## src/rtl/craps_roll_driver.sv

```systemverilog
// craps_roll_driver: turns a pushbutton or an auto-play timer into single-cycle
// roll strobes for the dice game, waits for the win/loss outcome, keeps BCD
// tallies and pulses an active-low game reset before the next game.
module craps_roll_driver #(
    parameter int unsigned DEBOUNCE_CYCLES = 16,
    parameter int unsigned AUTO_INTERVAL   = 1024,
    parameter int unsigned SETTLE_CYCLES   = 4,
    parameter int unsigned RESULT_HOLD     = 256
) (
    input  logic       clock,
    input  logic       reset,
    input  logic       btn_raw,
    input  logic       auto_en,
    input  logic       win,
    input  logic       loss,
    output logic       roll,
    output logic       game_reset_n,
    output logic [2:0] state,
    output logic [7:0] wins_bcd,
    output logic [7:0] losses_bcd,
    output logic [3:0] roll_count
);

    localparam int unsigned DB_W     = $clog2(DEBOUNCE_CYCLES + 1);
    localparam int unsigned AUTO_W   = $clog2(AUTO_INTERVAL + 1);
    localparam int unsigned WAIT_MAX = (SETTLE_CYCLES > RESULT_HOLD) ? SETTLE_CYCLES : RESULT_HOLD;
    localparam int unsigned WAIT_W   = $clog2(WAIT_MAX + 1);

    localparam logic [2:0] S_IDLE   = 3'd0;
    localparam logic [2:0] S_ROLL   = 3'd1;
    localparam logic [2:0] S_SETTLE = 3'd2;
    localparam logic [2:0] S_CHECK  = 3'd3;
    localparam logic [2:0] S_HOLD   = 3'd4;
    localparam logic [2:0] S_CLEAR  = 3'd5;

    logic [1:0]        sync_q;
    logic              db_level;
    logic              db_prev;
    logic [DB_W-1:0]   db_cnt;
    logic [AUTO_W-1:0] auto_cnt;
    logic              auto_req;
    logic [WAIT_W-1:0] wait_cnt;
    logic [2:0]        state_next;
    logic              req;

    // Saturating two-digit BCD increment.
    function automatic logic [7:0] bcd_inc(input logic [7:0] v);
        if (v == 8'h99) begin
            return v;
        end else if (v[3:0] == 4'd9) begin
            return {v[7:4] + 4'd1, 4'd0};
        end else begin
            return {v[7:4], v[3:0] + 4'd1};
        end
    endfunction

    // Synchronize the button and debounce it; the count restarts whenever the
    // synchronized level falls back to the current debounced level.
    always_ff @(posedge clock) begin
        if (!reset) begin
            sync_q   <= 2'b00;
            db_level <= 1'b0;
            db_prev  <= 1'b0;
            db_cnt   <= '0;
        end else begin
            sync_q  <= {sync_q[0], btn_raw};
            db_prev <= db_level;
            if (sync_q[1] == db_level) begin
                db_cnt <= '0;
            end else if (db_cnt == DB_W'(DEBOUNCE_CYCLES - 1)) begin
                db_level <= sync_q[1];
                db_cnt   <= '0;
            end else begin
                db_cnt <= db_cnt + DB_W'(1);
            end
        end
    end

    // Auto-play timer: runs only while idle with auto_en, pulses a registered request.
    always_ff @(posedge clock) begin
        if (!reset) begin
            auto_cnt <= '0;
            auto_req <= 1'b0;
        end else if (auto_en && (state == S_IDLE)) begin
            if (auto_cnt == AUTO_W'(AUTO_INTERVAL - 1)) begin
                auto_cnt <= '0;
                auto_req <= 1'b1;
            end else begin
                auto_cnt <= auto_cnt + AUTO_W'(1);
                auto_req <= 1'b0;
            end
        end else begin
            auto_cnt <= '0;
            auto_req <= 1'b0;
        end
    end

    assign req = (db_level & ~db_prev) | auto_req;

    // State register.
    always_ff @(posedge clock) begin
        if (!reset) begin
            state <= S_IDLE;
        end else begin
            state <= state_next;
        end
    end

    // Next-state logic.
    always_comb begin
        state_next = state;
        case (state)
            S_IDLE:   if (req) state_next = S_ROLL;
            S_ROLL:   state_next = S_SETTLE;
            S_SETTLE: if (wait_cnt == WAIT_W'(SETTLE_CYCLES - 1)) state_next = S_CHECK;
            S_CHECK:  state_next = (win || loss) ? S_HOLD : S_IDLE;
            S_HOLD:   if (wait_cnt == WAIT_W'(RESULT_HOLD - 1)) state_next = S_CLEAR;
            S_CLEAR:  state_next = S_IDLE;
            default:  state_next = S_IDLE;
        endcase
    end

    // Dwell counter for SETTLE and HOLD; restarts on every state change.
    always_ff @(posedge clock) begin
        if (!reset) begin
            wait_cnt <= '0;
        end else if ((state_next != state) || ((state != S_SETTLE) && (state != S_HOLD))) begin
            wait_cnt <= '0;
        end else begin
            wait_cnt <= wait_cnt + WAIT_W'(1);
        end
    end

    // Registered outputs: roll strobe, game reset, roll counter and tallies.
    always_ff @(posedge clock) begin
        if (!reset) begin
            roll         <= 1'b0;
            game_reset_n <= 1'b0;
            roll_count   <= 4'd0;
            wins_bcd     <= 8'h00;
            losses_bcd   <= 8'h00;
        end else begin
            roll         <= (state_next == S_ROLL);
            game_reset_n <= (state_next != S_CLEAR);
            if (state_next == S_ROLL) begin
                if (roll_count != 4'd15) roll_count <= roll_count + 4'd1;
            end else if (state_next == S_CLEAR) begin
                roll_count <= 4'd0;
            end
            if (state == S_CHECK) begin
                if (loss) begin
                    losses_bcd <= bcd_inc(losses_bcd);
                end else if (win) begin
                    wins_bcd <= bcd_inc(wins_bcd);
                end
            end
        end
    end

endmodule

```

## config.mk

```make
export PLATFORM = sky130hd
export DESIGN_NAME = craps_roll_driver
export DESIGN_NICKNAME = d
export VERILOG_FILES = /design/src/rtl/craps_roll_driver.sv
export SDC_FILE = /design/constraint.sdc
export NUM_CORES = 1
export LEC_CHECK = 0
export CAP_MARGIN = 0
export CORE_MARGIN = 4
export CORE_UTILIZATION = 57
export CTS_BUF_LIST = sky130_fd_sc_hd__clkbuf_8
export DETAILED_ROUTE_END_ITERATION = 7
export GPL_TIMING_DRIVEN = 0
export PLACE_DENSITY = 0.81
export SETUP_SLACK_MARGIN = 0.5
export SKIP_LAST_GASP = 1
export SLEW_MARGIN = 25
export SYNTH_ARGS = -nofsm -noshare
export SYNTH_HDL_FRONTEND = slang
export SYNTH_SLANG_ARGS = --single-unit
export TNS_END_PERCENT = 50
```

## constraint.sdc

```tcl
create_clock -name clock -period 1.8 [get_ports clock]
set_input_delay 0.36 -clock clock [delete_from_list [all_inputs] [get_ports clock]]
set_output_delay 0.36 -clock clock [all_outputs]
set_load 0.02 [all_outputs]
```

; Word-level counts from Yosys, hierarchy flattened
; Cells that the tools add are included.
[word_totals]
regBits = 55
input_bits = 6
[op_classes]
n_addsub = 8
eq_ne = 21
n_mux = 11
n_bitwise = 9
n_reduce_logical = 16
[op_table]
columns = operator, n
row1 = $add A4 B1 Y4 const B, 5
row2 = $mux W4, 5
row3 = $eq A8 B8 Y1 const B, 2
row4 = $pmux W3 S5, 1
row5 = $mux W3, 4
row6 = $add A11 B1 Y11 const B, 1
row7 = $eq A11 B10 Y1 const B, 1
row8 = $add A9 B1 Y9 const B, 1
row9 = $eq A9 B2 Y1 const B, 1
row10 = $eq A9 B8 Y1 const B, 1
row11 = $eq A4 B4 Y1 const B, 2
row12 = $reduce_and A4 Y1, 2
row13 = $not A1 Y1, 7
row14 = $eq A3 B1 Y1 const B, 2
row15 = $eq A3 B2 Y1 const B, 2
row16 = $eq A3 B3 Y1 const B, 2
row17 = $ne A3 B3 Y1 const B, 2
row18 = $reduce_and A2 Y1, 3
row19 = $reduce_or A3 Y1, 2
row20 = $add A5 B1 Y5 const B, 1
row21 = $eq A5 B4 Y1 const B, 1
row22 = $reduce_and A5 Y1, 1
row23 = $ne A4 B4 Y1 const B, 1
row24 = $logic_not A3 Y1, 1
row25 = other kinds (12), 14

; Longest topological paths before layout
[depth]
depth_word = 8
depth_mapped = 8

; Worst setup path before layout
; Ideal clock, no wire load.
[synth_path]
path_kind = register -> register
from = register wait_cnt[0]
to = register wait_cnt[2]
arrival_ns = 1.508
path_slack_ns = 0.154
path_stages_with_launch = 8
synth_period_minus_slack_ns = 1.646
cell_sequence = dfxtp_1 ha_1 nand4_1 nor2_1 ha_1 nor3b_1 o211ai_1 nor2_1
[synth_via]
elab_chain_len = 6
[synth_lines]
columns = item, line_no
row1 = start: declaration, 42  ; logic [WAIT_W-1:0] wait_cnt;
row2 = start signal: assignment, 130  ; wait_cnt <= wait_cnt + WAIT_W'(1);
row3 = $eq A9 B8 Y1 or $eq A9 B2 Y1 (tied branches), "117, 115"
row4 = $mux W3 (on tied branches), "117, 115"
row5 = $pmux W3 S5, 112  ; case (state)
row6 = $ne A3 B3 Y1, 127  ; end else if ((state_next != state) || ((state != S_SETTLE) && (state != S_HOLD))) begin
row7 = $logic_or A1 B1 Y1, 127
row8 = $reduce_or A2 Y1 (no source line), --
; Several ways; a longest one is shown, not always the timed one.
; A chain may end at the register's enable or synchronous reset.

; Worst setup path in the final report
[layout_path]
from = register wait_cnt[0]
to = register wait_cnt[5]
; The elaborated chain is that of the path after synthesis.

==> results.sh <==
export IMPL_setup_ws_ps=81.7
export IMPL_synth_edf_count=0
export IMPL_p_leak_nw=1.38
export IMPL_syn_area_per_cell_um2=9.26
export IMPL_hold_viol=0
export IMPL_syn_nets=282
export IMPL_fin_crit_ps=1720
export IMPL_die_h_um=73.7
export IMPL_worst_pin_slew_ps=428
export IMPL_ys_seq_elements=55
export IMPL_ioPinCount=31
export IMPL_dp_slack_ps=-165
export IMPL_placement_cell_area_um2=2900
export IMPL_clock_skew_ps=5.94
export IMPL_path_cells="ha_4 > nand4_1 > nor2_1 > ha_2 > buf_6 > nor3b_1 > o211ai_1 > buf_4 > nor2b_1"
export IMPL_clockBufferDepth=2
export IMPL_tritoncts="yes"
export IMPL_powerDensity_nw_per_um2=635
export IMPL_root_buffer="clkbuf_8"
export IMPL_drt_wl_total_mm=5.97
export IMPL_rsz0062_at_grt="yes"
export IMPL_overflow=0
export IMPL_grt_pass1_wl_mm=8.96
export IMPL_antenna_found_initial=0
export IMPL_irDropWorstVdd_mv=0.388
export IMPL_rows=23
export IMPL_area_growth_syn_to_layout_pct=36.0
export IMPL_vias=2120
export IMPL_grt_pass1_vias=2014
export IMPL_grt_max_degree=17
export IMPL_max_slew_margin_rel_pct=71.4
export IMPL_cpPeakStageDelay_ps=360
export IMPL_clkSinkCount=55
export IMPL_synth_distinct_cells=45
export IMPL_path_max_fanout=9
export IMPL_diodes=0
export IMPL_fin_cells=378
export IMPL_synth_seq_area_share_pct=44.7
export IMPL_fmax_mhz=582
export IMPL_hold_buffers=0
export IMPL_crit_slowest_cell="dfxtp_2"
export IMPL_path_buf_inv=2
export IMPL_cp_end_kind="flip-flop"
export IMPL_ys_flop_type="dfxtp_1"
export IMPL_clock_latency_ps=310
export IMPL_tns_ps=0
export IMPL_clk_transition_reported_paths_ps=90
export IMPL_core_area_um2=4090
export IMPL_dp_final_hpwl_mm=3.48
export IMPL_drtPass1Iterations=4
export IMPL_drc=0
export IMPL_postRouteAntennaNets=0
export IMPL_hp_class="reg -> reg"
export IMPL_drtIter0Drc=116
export IMPL_synth_cells=266
export IMPL_ys_warn_count=0
export IMPL_avgViaCountPerCell=5.61
export IMPL_finalMaxSlewViolations=0
export IMPL_finalCritPeriodShare_pct=95.5
export IMPL_fin_area_um2=3350
export IMPL_grt_usage_pct=21.3
export IMPL_num_fill_cells=257
export IMPL_wire_per_inst_um=15.8
export IMPL_placedCellCount=346
export IMPL_io_buffers=30
export IMPL_layout_drive_gt1_share_pct=37.2
export IMPL_crit_path_start_kind="flip-flop"
export IMPL_cap_violations=0
export IMPL_die_x_um=73.7
export IMPL_cts_buffers_inserted=5
export IMPL_async_flop_share_pct=0
export IMPL_synth_area_um2=2460
export IMPL_cp_required_ps=2010
export IMPL_htreeDepth=2
export IMPL_outcome="finished clean"
export IMPL_setup_viol=0
export IMPL_criticalPathCategory="reg -> reg"
export IMPL_critPathTopFamily="adder cells"
export IMPL_fin_nets=343
export IMPL_dieArea_um2=5440
export IMPL_start_util_pct=60.3
export IMPL_gp_congestion=0.782
export IMPL_worstPathArrival_ps=1930
==> per-stage QoR <==
step / utilization [%] / hold slack (ps) / total power, mW
2_1_floorplan: - / 412 / 1.28
3_3_place_gp: 71.1 / 431 / 1.31
3_5_place_dp: 71.1 / 441 / 1.31
4_1_cts: 74.9 / 462 / 2.14
5_1_grt: 82.0 / 483 / 2.20
6_report: 82.0 / 455 / 2.13
==> metal layers <==
layer	global-route usage, %	wire, um	vias to the layer above
met2	36.3	3020	74
met3	4.65	321	14
met4	8.65	165	0
li1	-	-	1041
met5	0	0	-
met1	25.8	2470	991
==> registers in the layout (all words and copies together), names as in the netlist <==
| signal | count |
|---|---|
| game_reset_n | 1 |
| auto_cnt | 11 |
| auto_req | 1 |
| db_cnt | 5 |
| sync_q | 2 |
| wait_cnt | 9 |
| state | 3 |
| losses_bcd | 8 |
| roll | 1 |
| db_prev | 1 |
| db_level | 1 |
| roll_count | 4 |
| wins_bcd | 8 |
==> report_power, final <==
group | total [mW] | switching, mW | leakage, nW | internal [mW]
registers | 1.22 | 0.00595 | 0.458 | 1.22
logic | 0.0605 | 0.0367 | 0.863 | 0.0238
clock network | 0.840 | 0.390 | 0.0612 | 0.450
==> cell usage after synthesis (6+ instances only) <==
cell type / count / area [um^2]
and2_1: 6 / 37.5
and3_1: 7 / 43.8
inv_1: 11 / 41.3
nor2b_1: 6 / 37.5
nand4_1: 9 / 56.3
xor2_1: 12 / 105
ha_1: 10 / 125
nand2_1: 10 / 37.5
nor2_1: 47 / 176
xnor2_1: 12 / 105
nand3_1: 15 / 75.1
mux2i_1: 6 / 60.1
dfxtp_1: 55 / 1100
==> placed cells by master, fill, tap and decap left out, types with 9 or more instances in the layout <==
cell,synthesis,final
buf_2,0,20
xor2_1,12,12
dfxtp_1,55,29
nand3_1,15,14
nand4_1,9,9
nor2_1,47,43
buf_4,2,18
dfxtp_2,0,24
inv_1,11,10
xnor2_1,12,9
nand2_1,10,9
==> cells by family (layout without fill, tap and decap cells) <==
group / count (synthesis) / after routing / synth area share [%]
AOI/OAI and AO/OA: 25 / 25 / 6.86
xor gates and xnor gates: 24 / 24 / 8.54
buffers and inverters: 16 / 78 / 3.05
muxes: 6 / 6 / 2.44
and+or+nand+nor: 130 / 130 / 29.3
DFF: 55 / 55 / 44.7
adders and majority gates: 10 / 10 / 5.08
==> timing repair <==
item                       CTS  global route
setup buffers               11            11
hold endpoints to repair     0             0
resized for setup          109            44
pin swaps                    8            14
setup endpoints to repair   76            60
gates cloned                 0             2
==> worst paths after layout <==
path | start | to | slack (ps) | cells after the start
max | wait_cnt[0] | wait_cnt[5] | 80 | 9
max reg2reg | wait_cnt[0] | wait_cnt[5] | 80 | 9
min reg2reg | sync_q[0] | sync_q[1] | 450 | 1
min | sync_q[0] | sync_q[1] | 450 | 1
==> cell type report <==
type | instances | area (um^2) | share of cell area, %
plain buffers | 5 | 47.5 | 1.42
clock buffers | 6 | 82.6 | 2.47
clock inverters | 2 | 35.0 | 1.05
inverters | 11 | 43.8 | 1.31
multi-input cells | 195 | 1510 | 45.1
flip-flops and latches | 55 | 1140 | 34.0
well taps | 50 | 62.6 | 1.87
repair buffers | 54 | 430 | 12.9
Note: power is estimated with default switching activity, not from simulation.
